--- src/rtl/neurosa_pkg.sv ---
// Shared types and constants for the neuron-array run sequencer.
package neurosa_pkg;

   localparam int FP_DATA_WIDTH    = 16;
   localparam int NEURON_ID_WIDTH  = 9;
   localparam int WORDS_PER_NEURON = 4;
   localparam int SIZE_HOLD        = 2;
   localparam int RUN_CNT_WIDTH    = 24;
   localparam int SNAP_CNT_WIDTH   = 8;
   localparam int LEN_CNT_WIDTH    = NEURON_ID_WIDTH + $clog2(WORDS_PER_NEURON);

   localparam logic [FP_DATA_WIDTH-1:0] BEGIN_WR = '1;

   typedef enum logic [2:0] {
      IDLE,
      SIZE,
      HDR,
      LOAD,
      RUN,
      READ,
      DONE,
      ERR
   } state_e;

   // Reload value for the LOAD window: total config words minus one.
   function automatic logic [LEN_CNT_WIDTH-1:0] load_words_m1(input logic [NEURON_ID_WIDTH-1:0] n);
      return LEN_CNT_WIDTH'(n) * LEN_CNT_WIDTH'(WORDS_PER_NEURON) - LEN_CNT_WIDTH'(1);
   endfunction

endpackage

--- src/rtl/neurosa_down_counter.sv ---
// Loadable down counter that saturates at zero; zero flag marks the last cycle of a window.
module neurosa_down_counter #(
   parameter int WIDTH = 8
) (
   input  logic             clk,
   input  logic             reset,
   input  logic             load_i,
   input  logic [WIDTH-1:0] load_val_i,
   input  logic             en_i,
   output logic             zero_o
);

   logic [WIDTH-1:0] count_q;

   always_ff @(posedge clk) begin
      if (reset) begin
         count_q <= '0;
      end else if (load_i) begin
         count_q <= load_val_i;
      end else if (en_i && (count_q != '0)) begin
         count_q <= count_q - WIDTH'(1);
      end
   end

   assign zero_o = (count_q == '0);

endmodule

--- src/rtl/neurosa_run_sequencer.sv ---
// Drives the neuron array through size/header/config load, then alternating run and readout windows.
module neurosa_run_sequencer
   import neurosa_pkg::*;
(
   input  logic                       clk,
   input  logic                       reset,
   input  logic                       start,
   input  logic [NEURON_ID_WIDTH-1:0] num_neurons,
   input  logic [RUN_CNT_WIDTH-1:0]   run_cycles,
   input  logic [SNAP_CNT_WIDTH-1:0]  num_snapshots,
   input  logic                       cfg_valid,
   output logic                       cfg_ready,
   input  logic [FP_DATA_WIDTH-1:0]   cfg_data,
   output logic [FP_DATA_WIDTH-1:0]   ins,
   output logic                       rd,
   input  logic [FP_DATA_WIDTH-1:0]   outs,
   input  logic                       readDone,
   output logic                       res_valid,
   output logic [FP_DATA_WIDTH-1:0]   res_data,
   output logic                       res_last,
   output logic [SNAP_CNT_WIDTH-1:0]  res_snap,
   output logic                       busy,
   output logic                       done,
   output logic                       err_cfg,
   output logic                       err_underflow
);

   state_e                     state_q, state_d;
   logic [NEURON_ID_WIDTH-1:0] num_neurons_q;
   logic [RUN_CNT_WIDTH-1:0]   run_cycles_q;
   logic [SNAP_CNT_WIDTH-1:0]  num_snapshots_q;
   logic [SNAP_CNT_WIDTH-1:0]  snap_q;
   logic [FP_DATA_WIDTH-1:0]   ins_q, ins_d;
   logic                       rd_q, rd_d;
   logic                       arr_rd_q;
   logic                       res_valid_q, res_last_q;
   logic [FP_DATA_WIDTH-1:0]   res_data_q;
   logic [SNAP_CNT_WIDTH-1:0]  res_snap_q;
   logic                       err_cfg_q, err_cfg_d;
   logic                       err_underflow_q;

   logic                       params_ok, latch_params, underflow_set, snap_inc;
   logic [SNAP_CNT_WIDTH:0]    snap_next;
   logic                       more_snaps;

   logic                       len_load, len_en, len_zero;
   logic [LEN_CNT_WIDTH-1:0]   len_val;
   logic                       run_load, run_en, run_zero;

   // A NEURON_ID_WIDTH-bit count can never exceed 2^W-1, so only zero is rejected.
   assign params_ok  = (num_neurons != '0) && (run_cycles != '0) && (num_snapshots != '0);
   assign snap_next  = {1'b0, snap_q} + 1'b1;
   assign more_snaps = (snap_next < {1'b0, num_snapshots_q});

   neurosa_down_counter #(.WIDTH(LEN_CNT_WIDTH)) u_len_cnt (
      .clk        (clk),
      .reset      (reset),
      .load_i     (len_load),
      .load_val_i (len_val),
      .en_i       (len_en),
      .zero_o     (len_zero)
   );

   neurosa_down_counter #(.WIDTH(RUN_CNT_WIDTH)) u_run_cnt (
      .clk        (clk),
      .reset      (reset),
      .load_i     (run_load),
      .load_val_i (run_cycles_q - RUN_CNT_WIDTH'(1)),
      .en_i       (run_en),
      .zero_o     (run_zero)
   );

   always_comb begin
      state_d       = state_q;
      ins_d         = '0;
      len_load      = 1'b0;
      len_val       = '0;
      len_en        = 1'b0;
      run_load      = 1'b0;
      run_en        = 1'b0;
      err_cfg_d     = 1'b0;
      latch_params  = 1'b0;
      underflow_set = 1'b0;
      snap_inc      = 1'b0;
      case (state_q)
         IDLE: begin
            if (start) begin
               if (params_ok) begin
                  latch_params = 1'b1;
                  len_load     = 1'b1;
                  len_val      = LEN_CNT_WIDTH'(SIZE_HOLD - 1);
                  state_d      = SIZE;
               end else begin
                  err_cfg_d = 1'b1;
               end
            end
         end
         SIZE: begin
            ins_d  = FP_DATA_WIDTH'(num_neurons_q);
            len_en = 1'b1;
            if (len_zero) state_d = HDR;
         end
         HDR: begin
            ins_d    = BEGIN_WR;
            len_load = 1'b1;
            len_val  = load_words_m1(num_neurons_q);
            state_d  = LOAD;
         end
         LOAD: begin
            if (cfg_valid) begin
               ins_d  = cfg_data;
               len_en = 1'b1;
               if (len_zero) begin
                  run_load = 1'b1;
                  state_d  = RUN;
               end
            end else begin
               underflow_set = 1'b1;
               state_d       = ERR;
            end
         end
         RUN: begin
            run_en = 1'b1;
            if (run_zero) state_d = READ;
         end
         READ: begin
            if (arr_rd_q && readDone) begin
               snap_inc = 1'b1;
               run_load = more_snaps;
               state_d  = more_snaps ? RUN : DONE;
            end
         end
         DONE:    state_d = IDLE;
         ERR:     state_d = ERR;
         default: state_d = IDLE;
      endcase
      rd_d = (state_d == READ);
   end

   always_ff @(posedge clk) begin
      if (reset) begin
         state_q         <= IDLE;
         num_neurons_q   <= '0;
         run_cycles_q    <= '0;
         num_snapshots_q <= '0;
         snap_q          <= '0;
         ins_q           <= '0;
         rd_q            <= 1'b0;
         arr_rd_q        <= 1'b0;
         res_valid_q     <= 1'b0;
         res_data_q      <= '0;
         res_last_q      <= 1'b0;
         res_snap_q      <= '0;
         err_cfg_q       <= 1'b0;
         err_underflow_q <= 1'b0;
      end else begin
         state_q     <= state_d;
         ins_q       <= ins_d;
         rd_q        <= rd_d;
         // Cleared together with rd so the word after readDone is never captured.
         arr_rd_q    <= rd_q & rd_d;
         err_cfg_q   <= err_cfg_d;
         res_valid_q <= arr_rd_q;
         if (underflow_set) err_underflow_q <= 1'b1;
         if (latch_params) begin
            num_neurons_q   <= num_neurons;
            run_cycles_q    <= run_cycles;
            num_snapshots_q <= num_snapshots;
            snap_q          <= '0;
         end else if (snap_inc) begin
            snap_q <= snap_q + SNAP_CNT_WIDTH'(1);
         end
         if (arr_rd_q) begin
            res_data_q <= outs;
            res_last_q <= readDone;
            res_snap_q <= snap_q;
         end
      end
   end

   assign ins           = ins_q;
   assign rd            = rd_q;
   assign cfg_ready     = (state_q == LOAD);
   assign busy          = (state_q != IDLE);
   assign done          = (state_q == DONE);
   assign res_valid     = res_valid_q;
   assign res_data      = res_data_q;
   assign res_last      = res_last_q;
   assign res_snap      = res_snap_q;
   assign err_cfg       = err_cfg_q;
   assign err_underflow = err_underflow_q;

endmodule

--- config.mk ---
export PLATFORM = sky130hd
export DESIGN_NAME = neurosa_run_sequencer
export DESIGN_NICKNAME = d
export VERILOG_FILES = /design/src/rtl/neurosa_pkg.sv /design/src/rtl/neurosa_down_counter.sv /design/src/rtl/neurosa_run_sequencer.sv
export SDC_FILE = /design/constraint.sdc
export NUM_CORES = 1
export LEC_CHECK = 0
export ABC_CLOCK_PERIOD_IN_PS = 11700
export CORE_ASPECT_RATIO = 0.75
export CORE_MARGIN = 2
export CORE_UTILIZATION = 56
export DETAILED_ROUTE_END_ITERATION = 10
export GPL_TIMING_DRIVEN = 0
export PLACE_DENSITY = 0.86
export SLEW_MARGIN = 10
export SYNTH_ARGS = -nofsm -noshare
export SYNTH_HDL_FRONTEND = slang
export SYNTH_SLANG_ARGS = --single-unit
export TNS_END_PERCENT = 20
--- constraint.sdc ---
create_clock -name clk -period 11.7 [get_ports clk]
set_input_delay 2.34 -clock clk [delete_from_list [all_inputs] [get_ports clk]]
set_output_delay 2.34 -clock clk [all_outputs]
set_load 0.1 [all_outputs]
==> impl_metrics.tcl, run 1 <==
set metrics [dict create \
    outcome "completed" \
    synth_edf_count 0 \
    clock_skew_ns 0.00679 \
    antenna_found_initial 0 \
    core-area_sq_um 11100 \
    rsz0062_at_grt "false" \
    fin_tns_setup_ns 0 \
    worstPathArrival_ns 6.94 \
    finalHoldViolCount 0 \
    dieArea_sq_um 12300 \
    hold_buffers 0 \
    ant_nets 0 \
    die_h_um 96.7 \
    synth_seq_cells 133 \
    viasPerCell 5.90 \
    p_leak_nw 3.33 \
    synthesis.nets 822 \
    nets 965 \
    cts_resized 0 \
    cp.required_ns 12.05 \
    min_path_type "reg -> reg" \
    cts_root_buffer "clkbuf_16" \
    diodes 0 \
    area_growth_pct 31.5 \
    worst_pin_slew_ns 1.05 \
    gp_congestion 0.974 \
    finalMaxSlewViolations 0 \
    setup.worst_path.class "in -> reg" \
    clk_pin_slew_ns 0.06 \
    synth_area_sq_um 6420 \
    cts_tree "yes" \
    post_drt_wl_per_cell_um 17.9 \
    drc 0 \
    ys.flop_type "dfxtp_1" \
    powerDensity_nw_per_um2 234 \
    post-cts-setup-buffers 0 \
    cap_viol_max_count 0 \
    grt_pass1_vias 5993 \
    finalPower_mw 1.98 \
    layout-drive-gt1-share_pct 6.07 \
    grt_max_degree 17 \
    grt_pass1_wl_um 29700 \
    critPathMaxFanout 10 \
    synth_seq_area_share_pct 41.5 \
    finalSetupViolCount 0 \
    drt_iter0_markers 575 \
    synth.most_common_cell "nor2_1" \
    row_count 33 \
    fmax_mhz 152 \
    io_pins 126 \
    htreeDepth 4 \
    synth.top_cell.area_share_pct 41.5 \
    initial_core_util_pct 58.0 \
    hpwl_um 13500 \
    synth_area_leaders "dfxtp_1 (41%), mux2i_1 (11%), nor2_1 (8.1%), xnor2_1 (3.8%), xor2_1 (3.5%)" \
    grt_overflow 0 \
    ys_warn_count 0 \
    nFillCells 768 \
    cp-end-kind "flop" \
    wl_um 18400 \
    fin_crit_ns 6.59 \
    clock-sinks 133 \
    die_x_um 128 \
    grt.total_usage_pct 30.2 \
    synth_cell_types 62 \
    multi_input_area_sq_um 3520 \
    clockBufferDepth 2 \
    postSynthCellCount 733 \
    period_share_pct 56.3 \
    synth_area_per_cell_sq_um 8.75 \
    clock_insertion_delay_worst_skew_ns 0.42 \
    cts_made_buffers 17 \
    async_flop_share_pct 0 \
    yosys.area.top_type "dfxtp_1" \
    irDropWorstVdd_uv 144 \
    synthTopCellsByCount "nor2_1 (139), dfxtp_1 (133), mux2i_1 (70)" \
    relSlewSlack_pct 29.8 \
    drt-pass1-iter-count 7 \
    seqCellArea_sq_um 2660 \
    start_kind "input port" \
    portBuffers 124 \
    num_vias 6070 \
]
sequential cells by signal, summed over array words and instances, names as in the netlist:
register	flops
arr_rd_q	1
err_cfg	1
err_underflow	1
ins	16
num_neurons_q	9
num_snapshots_q	8
rd	1
res_data	16
res_last	1
res_snap	8
res_valid	1
run_cycles_q	24
snap_q	8
state_q	3
u_len_cnt.count_q	11
u_run_cnt.count_q	24
cells by family after synthesis:
family / share of synthesized area [%]
XOR/XNOR: 7.37
multiplexers: 11.4
AO/OA/AOI/OAI: 11.5
AND/OR/NAND/NOR: 22.4
flip-flops: 41.5
buffers and inverters: 3.63
adder cells (fa/ha/maj): 2.15
cells in the final DEF (no fill, tap or decap), types with 4 or more instances in the layout:
| cell type | Yosys | final |
|---|---|---|
| xnor2_1 | 28 | 28 |
| dfxtp_1 | 133 | 133 |
| clkinvlp_4 | 0 | 4 |
| a221oi_1 | 11 | 11 |
| nor2_1 | 139 | 139 |
| nand2_1 | 40 | 40 |
| nor2b_1 | 4 | 4 |
| clkdlybuf4s50_1 | 0 | 124 |
| or3_1 | 8 | 8 |
| nand4_1 | 5 | 5 |
| and2_1 | 5 | 5 |
| xor2_1 | 26 | 26 |
| inv_1 | 17 | 17 |
| nand3_1 | 16 | 16 |
| buf_1 | 8 | 8 |
| a211oi_1 | 15 | 15 |
| a21oi_1 | 28 | 28 |
| a21o_1 | 4 | 4 |
| o211ai_1 | 5 | 5 |
| nand2b_1 | 4 | 4 |
| mux2i_1 | 70 | 70 |
| clkbuf_16 | 0 | 17 |
| nor3_1 | 24 | 24 |
| nor4_1 | 17 | 17 |
| clkbuf_1 | 30 | 31 |
| a31oi_1 | 6 | 6 |
| o21ai_0 | 9 | 9 |
| and3_1 | 9 | 9 |
| ha_1 | 11 | 11 |
power breakdown:
part	switching (mW)	internal, mW	total, mW
Combinational	0.512	0.321	0.833
Sequential	0.0691	0.521	0.590
Clock	0.215	0.337	0.552
worst max-delay path: stages:
cell and delay, ns:
clkdlybuf4s50_1 0.45, nand2_1 0.07, nor2_1 0.17, and3_1 0.23
a31o_2 0.22, buf_2 0.28, buf_1 0.48, mux2i_1 0.27
ha_1 0.30, or4b_2 0.72, or4_2 0.66, nor2_1 0.21
nand4b_1 0.14, xnor2_1 0.16, nand2_1 0.07, a21oi_1 0.15
layer usage:
metal,wire (um),vias to the layer above,track usage (%)
met4,401,0,11.9
li1,-,2882,-
met5,0,-,0
met1,8240,2894,40.2
met3,1140,45,5.53
met2,8670,249,48.7
layout make-up:
class,count,share of cell area (%)
well taps,140,2.08
clock buffers,18,5.09
repair buffers,124,14.7
multi-input cells,541,41.7
flip-flops and latches,133,31.5
plain buffers,42,2.00
inverters,17,0.756
clock inverters,14,2.11
path summary, 6_finish.rpt:
path             start               endpoint  slack [ns]  cells after the start
max           readDone  u_run_cnt.count_q[22]        5.11                     16
min                 rd               arr_rd_q        0.48                      1
max reg2reg  snap_q[0]  u_run_cnt.count_q[22]        5.69                     20
min reg2reg         rd               arr_rd_q        0.48                      1
stage by stage:
| stage | hold WS, ns | cells | setup WS [ns] | cell area, sq um | util, % |
|---|---|---|---|---|---|
| after global routing | 0.500 | 1029 | 4.92 | 8440 | 76.3 |
| after detailed placement | 0.467 | 997 | 4.82 | 7830 | 70.8 |
| final | 0.476 | 1029 | 5.11 | 8440 | 76.3 |
| after CTS | 0.480 | 1029 | 5.24 | 8440 | 76.3 |
| after global placement | 0.443 | 997 | 4.83 | 7830 | 70.8 |
| after floorplan | 0.447 | 733 | 5.99 | 6420 | - |
Power figures use the tool's default switching activity.
==> inputs of run 2 (changes only) <==
- ABC_CLOCK_PERIOD_IN_PS: 11700 -> 6900
- CORE_UTILIZATION: 56 -> 52
- PLACE_DENSITY: 0.86 -> 0.8
- clock period: 11.7 -> 6.9 ns (I/O delays scaled with it)
==> impl_metrics.tcl, run 2 (same netlist as run 1, synthesis figures left out) <==
set metrics [dict create \
    outcome "completed" \
    min_path_type "reg -> reg" \
    finalHoldViolCount 0 \
    nets 965 \
    fin_crit_ns 5.95 \
    final_cell_count_no_fill 1054 \
    grt_pass1_wl_um 28900 \
    post_drt_wl_per_cell_um 16.9 \
    fmax_mhz 168 \
    die_h_um 100 \
    worstPathArrival_ns 6.29 \
    area_growth_pct 32.6 \
    place_area_sq_um 7870 \
    post-cts-setup-buffers 0 \
    cap_viol_max_count 0 \
    die_x_um 132 \
    hpwl_um 13200 \
    clock-sinks 133 \
    core-area_sq_um 12200 \
    wl_um 17800 \
    irDropWorstVdd_uv 206 \
    rsz0062_at_grt "false" \
    portBuffers 124 \
    powerDensity_nw_per_um2 399 \
    nFillCells 996 \
    drc 0 \
    htreeDepth 4 \
    num_vias 6107 \
    ant_nets 0 \
    gp_congestion 0.968 \
    cp-end-kind "flop" \
    drt_iter0_markers 472 \
    clockBufferDepth 2 \
    stdcell_area_sq_um 8510 \
    clk_pin_slew_ns 0.06 \
    cts_made_buffers 17 \
    reg.largest.list "run_cycles_q: 24 flops, u_run_cnt.count_q: 24 flops" \
    hold_buffers 0 \
    setup_ws_ns 0.954 \
    grt_pass1_vias 5838 \
    ff2ff_setup_slack_ns 0.95 \
    critPathMaxFanout 10 \
    diodes 0 \
    dp_slack_ns 0.966 \
    layout_common_cells "nor2_1 (139), dfxtp_1 (133), clkdlybuf4s50_1 (124)" \
    dieArea_sq_um 13300 \
    viasPerCell 5.79 \
    grt_max_degree 17 \
    cp.required_ns 7.24 \
    p_leak_nw 3.36 \
    post-place-cells 1023 \
    setup.worst_path.class "reg -> reg" \
    grt.total_usage_pct 27.3 \
    worst_pin_slew_ns 0.999 \
    fin_util_pct 69.9 \
    clock_skew_ns 0.0113 \
    grt_overflow 0 \
    io_pins 126 \
    final_common_cell "nor2_1" \
    cts_root_buffer "clkbuf_16" \
    finalSetupViolCount 0 \
    layout-drive-gt1-share_pct 6.08 \
    cts_tree "yes" \
    finalMaxSlewViolations 0 \
    row_count 35 \
    period_share_pct 86.2 \
    drt-pass1-iter-count 5 \
    cts_resized 0 \
    relSlewSlack_pct 33.2 \
    initial_core_util_pct 52.7 \
    antenna_found_initial 0 \
    start_kind "flop" \
    fin_tns_setup_ns 0 \
    clock_insertion_delay_worst_skew_ns 0.42 \
]
## run 2: changes by cell type in the layout (fill, tap and decap cells not counted), sizes merged
cell	change
inv	-3
clkinvlp	-2
clkinv	+2
bufinv	+2
## run 2: path summary, 6_finish.rpt
path | from | to | depth (start not counted)
setup / recovery | snap_q[0] | u_run_cnt.count_q[22] | 20
hold / removal | rd | arr_rd_q | 1
setup reg to reg | snap_q[0] | u_run_cnt.count_q[22] | 20
hold reg to reg | rd | arr_rd_q | 1
## run 2: final cells by class
class	count	area, sq um	area share (%)
inverter	17	63.8	0.750
timing repair buffer	124	1240	14.6
multi-input combinational	541	3520	41.4
buffer	42	169	1.98
clock buffer	18	439	5.16
tap	166	208	2.44
sequential	133	2660	31.3
clock inverter	13	206	2.43
## run 2: worst max-delay path: stages (launching register included)
cell      delay (ns)
dfxtp_1         0.40
ha_1            0.23
and3_1          0.24
and3_1          0.23
xor2_1          0.17
ha_1            0.26
a21oi_1         0.15
nor2b_1         0.06
a311oi_1        0.39
a31o_2          0.30
buf_2           0.28
buf_1           0.50
mux2i_1         0.26
ha_1            0.30
or4b_2          0.71
or4_2           0.64
nor2_1          0.22
nand4b_1        0.14
xnor2_1         0.16
nand2_1         0.06
a21oi_1         0.15
## run 2: through the flow
step | hold WS [ns] | total power [mW]
final | 0.463 | 3.39
after global routing | 0.475 | 3.58
after CTS | 0.460 | 3.37
after detailed placement | 0.454 | 2.37
after global placement | 0.445 | 2.33
after floorplan | 0.447 | 2.03
## run 2: metal layers
layer | wire length [um] | GRT usage (%)
met3 | 1040 | 4.85
met1 | 8430 | 37.8
met2 | 8070 | 43.4
met5 | 0 | 0
met4 | 273 | 9.18
## run 2: power breakdown
| group | switching (mW) | internal [mW] | total (mW) |
|---|---|---|---|
| logic | 0.858 | 0.544 | 1.40 |
| clock network | 0.347 | 0.648 | 0.995 |
| registers | 0.113 | 0.883 | 0.996 |
| total | 1.32 | 2.07 | 3.39 |
==> inputs of run 3 (changes only) <==
- CORE_UTILIZATION: 52 -> 53
- MAX_ROUTING_LAYER: not set -> met4
- PLACE_DENSITY: 0.8 -> 0.81
- SYNTH_HIERARCHICAL: not set -> 1
==> impl_metrics.tcl, run 3 <==
set metrics [dict create \
    synth_seq_area_share_pct 38.9 \
    clock_insertion_delay_worst_skew_ns 0.42 \
    finalHoldViolCount 0 \
    grt_pass1_wl_um 31100 \
    clock_skew_ns 0.0105 \
    post-place-cells 1111 \
    crit_top_cell "clkbuf_1" \
    synth_area_per_cell_sq_um 8.34 \
    drt_iter0_markers 716 \
    layout_common_cells "dfxtp_1 (133), clkdlybuf4s50_1 (124), nor2_1 (101)" \
    relSlewSlack_pct 32.2 \
    place_area_sq_um 8300 \
    period_share_pct 70.3 \
    fin_tns_setup_ns 0 \
    start_kind "input port" \
    clockBufferDepth 2 \
    synth_cell_types 66 \
    cts_tree "yes" \
    nFillCells 1003 \
    finalMaxSlewViolations 0 \
    cts_root_buffer "clkbuf_16" \
    reg.largest.list "run_cycles_q: 24 flops, u_run_cnt/count_q: 24 flops" \
    dp_slack_ns 1.91 \
    slowest_delay_ns 0.66 \
    initial_core_util_pct 55.1 \
    fin_crit_ns 4.85 \
    worst-path-buf-inv 4 \
    clock-sinks 133 \
    cap_viol_max_count 0 \
    fin_util_pct 71.2 \
    io_pins 126 \
    hold_buffers 0 \
    grt_max_degree 17 \
    fmax_mhz 206 \
    row_count 35 \
    core-area_sq_um 12400 \
    cts_resized 0 \
    finalSetupViolCount 0 \
    stdcell_area_sq_um 8860 \
    final_common_cell "dfxtp_1" \
    drt-pass1-iter-count 5 \
    outcome "completed" \
    cp_slowest_cell "nor4_1" \
    synthesis.nets 912 \
    dieArea_sq_um 13900 \
    min_path_type "reg -> reg" \
    grt.total_usage_pct 29.5 \
    area_growth_pct 29.4 \
    post-cts-setup-buffers 0 \
    synth_seq_cells 133 \
    htreeDepth 4 \
    synth_area_leaders "dfxtp_1 (39%), nor2_1 (5.5%), a21oi_1 (5.0%), xnor2_1 (4.2%), mux2i_1 (3.8%)" \
    crit_family "buffers and inverters" \
    cp.required_ns 7.24 \
    crit_chain "clkdlybuf4s50_1, nor4_1, nand4_1, o211ai_1, clkbuf_1, o21ai_0, inv_1, clkbuf_1, o221ai_1, a21oi_1" \
    viasPerCell 5.91 \
    grt_pass1_vias 6121 \
    post_drt_wl_per_cell_um 16.8 \
    rsz0062_at_grt "false" \
    drc 0 \
    cts_made_buffers 17 \
    setup_ws_ns 2.05 \
    final_cell_count_no_fill 1143 \
    synthTopCellsByCount "dfxtp_1 (133), nor2_1 (101), a21oi_1 (69)" \
    die_h_um 102 \
    async_flop_share_pct 0 \
    synth_edf_count 0 \
    yosys.area.top_type "dfxtp_1" \
    nets 1055 \
    synth.top_cell.area_share_pct 38.9 \
    postSynthCellCount 821 \
    grt_overflow 0 \
    worstPathArrival_ns 5.20 \
    ys_warn_count 6 \
    wl_um 19200 \
    hpwl_um 14200 \
    ant_nets 0 \
    antenna_found_initial 0 \
    portBuffers 124 \
    synth_area_sq_um 6850 \
    die_x_um 135 \
    layout-drive-gt1-share_pct 6.24 \
    irDropWorstVdd_uv 187 \
    powerDensity_nw_per_um2 312 \
    gp_congestion 0.869 \
    clk_pin_slew_ns 0.06 \
    diodes 0 \
    cp-end-kind "flop" \
    worst_pin_slew_ns 1.01 \
    setup.worst_path.class "in -> reg" \
    p_leak_nw 3.12 \
    ys.flop_type "dfxtp_1" \
    num_vias 6752 \
    critPathMaxFanout 10 \
    synth.most_common_cell "dfxtp_1" \
]
==> run 3: final timing paths <==
check	startpoint	to	slack, ns	depth (start not counted)
setup / recovery	run_cycles[23]	u_len_cnt/count_q[1]	2.05	10
hold / removal	rd	arr_rd_q	0.47	2
setup reg to reg	snap_q[0]	u_run_cnt/count_q[2]	3.06	14
hold reg to reg	rd	arr_rd_q	0.47	2
==> run 3: metrics by stage <==
stage,power (mW),hold slack (ns)
3_3_place_gp,1.86,0.430
2_1_floorplan,1.64,0.449
5_1_grt,2.91,0.492
4_1_cts,2.75,0.458
6_report,2.76,0.470
3_5_place_dp,1.88,0.439
==> run 3: cell families (layout without fill, tap and decap cells) <==
logic type	after synthesis	count (layout)	share of synthesized area (%)
and+or+nand+nor	299	299	22.7
xor gates and xnor gates	60	60	7.78
DFF	133	133	38.9
muxes	26	26	3.80
AOI/OAI and AO/OA	203	203	19.3
buffers and inverters	87	243	5.17
adders and majority gates	13	13	2.37
==> run 3: area by class of cell <==
type,instances,area (sq um),area share (%)
inverters,30,113,1.27
clock inverters,15,138,1.55
flip-flops and latches,133,2660,30.0
repair buffers,124,1240,14.0
multi-input cells,601,3830,43.3
plain buffers,57,241,2.73
well taps,166,208,2.34
clock buffers,17,425,4.80
==> run 3: power breakdown <==
part	internal (mW)	switching, mW	total, mW	leakage (nW)
clock network	0.476	0.391	0.867	0.269
logic	0.371	0.592	0.964	1.77
registers	0.849	0.0817	0.930	1.08
total	1.70	1.07	2.76	3.12
==> run 3: per-layer routing <==
layer,part of all wire [%],GRT usage [%]
met5,0,-
met4,1.4,8.73
met3,8.5,5.31
met2,43,43.0
met1,47,41.9
==> run 3: worst min-delay path, delay by kind of cell, from the launching register on <==
kind	cells	cell delay [ns]
DFF	1	0.31
and+or+nand+nor	2	0.11
